### config.mk
export PLATFORM = sky130hd
export DESIGN_NAME = decode_stage
export DESIGN_NICKNAME = d
export VERILOG_FILES = /design/src/rtl/decode_stage.sv
export SDC_FILE = /design/constraint.sdc
export NUM_CORES = 1
export LEC_CHECK = 0
export BUFFER_PORTS_ARGS = -buffer_cell sky130_fd_sc_hd__buf_2
export CAP_MARGIN = 25
export CELL_PAD_IN_SITES_DETAIL_PLACEMENT = 1
export CELL_PAD_IN_SITES_GLOBAL_PLACEMENT = 1
export CORE_MARGIN = 2
export CORE_UTILIZATION = 43
export DETAILED_ROUTE_END_ITERATION = 8
export PLACE_DENSITY_LB_ADDON = 0.1
export SYNTH_ARGS = -nofsm -noshare
export SYNTH_HDL_FRONTEND = slang
export SYNTH_SLANG_ARGS = --single-unit
### constraint.sdc
create_clock -name i_clk -period 3.2 [get_ports i_clk]
set_clock_uncertainty 0.05 [all_clocks]
set_input_delay 0 -clock i_clk [delete_from_list [all_inputs] [get_ports i_clk]]
set_output_delay 0 -clock i_clk [all_outputs]
set_load 0.01 [all_outputs]
### src/rtl/decode_stage.sv
// Registered decode stage: splits fields, one-hot class, flags and extended immediate; 1-cycle latency.
// Two-entry buffer (main + skid) sustains full rate under back-pressure; in_ready comes straight from skid state.
module decode_stage #(
   parameter int ARCH_BITS   = 32,
   parameter bit MOVI_SIGNED = 1'b0
) (
   input  logic                 i_clk,
   input  logic                 i_rst,
   input  logic                 i_flush,
   input  logic                 i_in_valid,
   output logic                 o_in_ready,
   input  logic [31:0]          i_in_inst,
   input  logic [ARCH_BITS-1:0] i_in_pc,
   output logic                 o_out_valid,
   input  logic                 i_out_ready,
   output logic [ARCH_BITS-1:0] o_out_pc,
   output logic [6:0]           o_out_opcode,
   output logic [4:0]           o_out_dst,
   output logic [4:0]           o_out_src1,
   output logic [4:0]           o_out_src2,
   output logic [3:0]           o_out_class,
   output logic [ARCH_BITS-1:0] o_out_imm,
   output logic                 o_out_uses_src2,
   output logic                 o_out_writes_dst
);

   typedef struct packed {
      logic [ARCH_BITS-1:0] pc;
      logic [6:0]           opcode;
      logic [4:0]           dst;
      logic [4:0]           src1;
      logic [4:0]           src2;
      logic [3:0]           cls;
      logic [ARCH_BITS-1:0] imm;
      logic                 uses_src2;
      logic                 writes_dst;
   } bundle_t;

   bundle_t     w_dec;
   bundle_t     r_main;
   bundle_t     r_skid;
   logic        r_main_vld;
   logic        r_skid_vld;
   logic [19:0] w_b20;
   logic        w_movi_ext;
   logic        w_accept;
   logic        w_drain;

   assign w_b20      = {i_in_inst[24:20], i_in_inst[14:10], i_in_inst[9:0]};
   assign w_movi_ext = MOVI_SIGNED & i_in_inst[19];

   always_comb begin
      w_dec            = '0;
      w_dec.pc         = i_in_pc;
      w_dec.opcode     = i_in_inst[31:25];
      w_dec.dst        = i_in_inst[24:20];
      w_dec.src1       = i_in_inst[19:15];
      w_dec.src2       = i_in_inst[14:10];
      // class is the top two opcode bits, so every opcode lands in exactly one class
      case (i_in_inst[31:30])
         2'b00: begin
            w_dec.cls        = 4'b0001;
            w_dec.uses_src2  = 1'b1;
            w_dec.writes_dst = 1'b1;
         end
         2'b01: begin
            w_dec.cls        = 4'b0010;
            w_dec.writes_dst = 1'b1;
            w_dec.imm        = {{(ARCH_BITS-15){i_in_inst[14]}}, i_in_inst[14:0]};
         end
         2'b10: begin
            w_dec.cls        = 4'b0100;
            w_dec.imm        = {{(ARCH_BITS-20){w_b20[19]}}, w_b20};
         end
         default: begin
            w_dec.cls        = 4'b1000;
            w_dec.writes_dst = 1'b1;
            w_dec.imm        = {{(ARCH_BITS-20){w_movi_ext}}, i_in_inst[19:0]};
         end
      endcase
   end

   assign o_in_ready = ~r_skid_vld;
   assign w_accept   = i_in_valid & ~r_skid_vld;
   assign w_drain    = r_main_vld & i_out_ready;

   always_ff @(posedge i_clk) begin
      if (i_rst) begin
         r_main_vld <= 1'b0;
         r_skid_vld <= 1'b0;
         r_main     <= '0;
         r_skid     <= '0;
      end else if (i_flush) begin
         r_main_vld <= 1'b0;
         r_skid_vld <= 1'b0;
      end else if (w_drain) begin
         if (r_skid_vld) begin
            r_main <= r_skid;
            if (w_accept) begin
               r_skid <= w_dec;
            end else begin
               r_skid_vld <= 1'b0;
            end
         end else begin
            r_main     <= w_dec;
            r_main_vld <= w_accept;
         end
      end else if (!r_main_vld) begin
         r_main     <= w_dec;
         r_main_vld <= w_accept;
      end else if (w_accept) begin
         // main is stalled: park the new instruction in skid
         r_skid     <= w_dec;
         r_skid_vld <= 1'b1;
      end
   end

   assign o_out_valid      = r_main_vld;
   assign o_out_pc         = r_main.pc;
   assign o_out_opcode     = r_main.opcode;
   assign o_out_dst        = r_main.dst;
   assign o_out_src1       = r_main.src1;
   assign o_out_src2       = r_main.src2;
   assign o_out_class      = r_main.cls;
   assign o_out_imm        = r_main.imm;
   assign o_out_uses_src2  = r_main.uses_src2;
   assign o_out_writes_dst = r_main.writes_dst;

endmodule
==> flow_summary.ini <==
[outcome]
outcome = completed

[synthesis]
yosysUniqueCellTypes = 39
synthCells = 878
dominantRegCellSynth = dfxtp_1
async_flop_share = 0
avgSynthCellArea_um2 = 8.13
ys_seq_elements = 162
syn_nets = 947
syn_area_um2 = 7140
yosysWarnings = 0
yosysSeqAreaShare = 0.454
synth_edf_count = 0

[floorplanning]
core-area_um2 = 16400
die_area_um2 = 17700
die_x_um = 133
start_util = 0.435
placement_rows = 47
die_h_um = 133
num_io_pins = 163

[global_route]
grt_use_met1 = 0.327
met3_usage = 0.0536
grt_max_degree = 90
grt_pass1_wl_um = 39100
antenna_found_initial = 0
grt_pass1_vias = 7645
grt_usage = 0.274
use_met2 = 0.502
busiest_layer = met2
grt-ovfl-total = 0

[pwr]
power.switching_uw = 1220
p_seq_frac = 0.458
swShare = 0.260
cellInternalPower_uw = 3480
ir_drop_v = 0.000421
clock_power_share = 0.419
pwr-share-comb = 0.123
powerDensity_nw_per_um2 = 521
p_leak_uw = 0.00356

[placed_design]
gp_congestion = 0.775
dp_hpwl_um = 13800
pre_cts_slack_ps = 909
placedCellCount = 1158
place.port_buffers = 162
place_area_um2 = 7840

[sta]
final_hold_viol_count = 0
tightest_slew_ps = 897
rsz0062_at_grt = false
drv_slew = 0
setup-violations-final = 0
tns_ps = 0
max_freq_ghz = 0.430
final.period_utilization = 0.727
relSlewSlack = 0.402
setup_ws_ps = 872
period_needed_ps = 2330

[route]
drt_drc_violations_left = 0
postRouteAntennaNets = 0
first_iter_violations = 459
first_pass_iters = 5
avgRoutedWirePerCell_um = 19.3
viasPerCell = 5.86
vias = 7345
routed_wl_um = 24200

[clock_tree]
clock-sinks = 162
h-tree-depth = 4
cts-resized-gates = 0
clk_path_buf_depth = 2
clkTransAtPathRegs_ps = 60
cts_buffers = 17
clk_latency_ps = 430
root_buffer = clkbuf_16
cts_tree = done

[final_layout]
drive_gt1_frac = 0.201
final_common_cell = dfxtp_1
finalNetCount = 1090
layout_common_cells = dfxtp_1, buf_2, a21oi_1
stdcell_count = 1253
antenna_cells = 0
areaGrowthSynthToFinish_pct = 26.4
fin_area_um2 = 9030

[setup_path]
crit_slowest_cell = dfxtp_1
critPathCaptureType = flop
rr_worst_depth = 4
crit_required_ps = 3470
worstPathMaxFanout = 49
critPathKind = reg -> reg
r2r_setup_slack_ps = 870
cp-start-kind = flop
max_stage_delay_ps = 720
arrival_ps = 2600
cp_cell_sequence = and3_2 -> buf_12 -> nand2_1 -> a311oi_1

[worst_hold_path]
holdPathStages = 3
hold_class = in -> reg

[job]
maxCapViolations = 0
path summary, 6_finish.rpt:
check | to | from
hold / removal | r_skid[59] | i_in_inst[31]
setup reg to reg | o_out_pc[5] | o_out_valid
hold reg to reg | o_out_imm[19] | o_out_imm[19]
setup / recovery | o_out_pc[5] | o_out_valid
per-stage QoR:
stage | power (uW) | utilization | hold WS, ps
3_3_place_gp | 2690 | 0.478 | 215
4_1_cts | 4730 | 0.550 | 56.5
6_report | 4700 | 0.550 | 72.1
2_1_floorplan | 2490 | - | 97.7
3_5_place_dp | 2710 | 0.478 | 223
5_1_grt | 4880 | 0.550 | 74.1
flip-flops by register name, indices dropped and copies added (netlist names):
| name | flops |
|---|---|
| o_out_imm | 21 |
| o_out_class | 3 |
| o_out_opcode | 7 |
| o_out_writes_dst | 1 |
| o_out_dst | 5 |
| r_skid | 80 |
| o_out_src2 | 5 |
| o_out_valid | 1 |
| r_skid_vld | 1 |
| o_out_src1 | 5 |
| o_out_pc | 32 |
| o_out_uses_src2 | 1 |
synthesized netlist by cell type (all sizes together), types with 8 or more instances:
| cell | count | area, um2 |
|---|---|---|
| dfxtp | 162 | 3240 |
| a21oi | 150 | 751 |
| nand2 | 146 | 548 |
| o21ai | 85 | 425 |
| a311oi | 74 | 654 |
| nand3 | 74 | 375 |
| buf | 71 | 424 |
| clkbuf | 43 | 163 |
| o21a | 15 | 113 |
| nor2b | 8 | 50.1 |
worst max-delay path: cells and delay by family, from the launching register on:
kind,cells,cell delay (ps)
compound gates,1,320
simple gates,2,780
flops,1,720
buf+inv,1,320
cell families after synthesis:
group	share of synthesized area
AOI/OAI and AO/OA	0.304
buffers and inverters	0.0853
DFF	0.454
muxes	0.00701
and+or+nand+nor	0.149
area by class of cell:
class                           instances  area, um2
Tap cell                              220        275
Clock buffer                           22        444
Clock inverter                          9        110
Sequential cell                       162       3240
Multi-Input combinational cell        596       3340
Fill cell                            1980       7380
Inverter                                6       25.0
Timing Repair Buffer                  238       1590
per-layer routing:
| layer | vias up | wire (um) |
|---|---|---|
| met1 | 3666 | 10400 |
| met2 | 183 | 12400 |
| met4 | 0 | 282 |
| met3 | 24 | 1070 |
| met5 | - | 0 |
| li1 | 3472 | - |
power groups by stage:
| stage | Sequential (uW) | Clock (uW) | Combinational [uW] |
|---|---|---|---|
| after floorplan | 2220 | 0 | 275 |
| after global placement | 2190 | 0 | 495 |
| after detailed placement | 2200 | 0 | 512 |
| after CTS | 2150 | 2000 | 576 |
| after global routing | 2160 | 2090 | 628 |
| final | 2150 | 1970 | 579 |
repair_timing:
item / in CTS / in global routing
buffers inserted: 0 / 0
setup endpoints to repair: 0 / 0
hold buffers: 64 / 0
endpoints found under the hold margin: 137 / 0
Power figures use the tool's default switching activity.
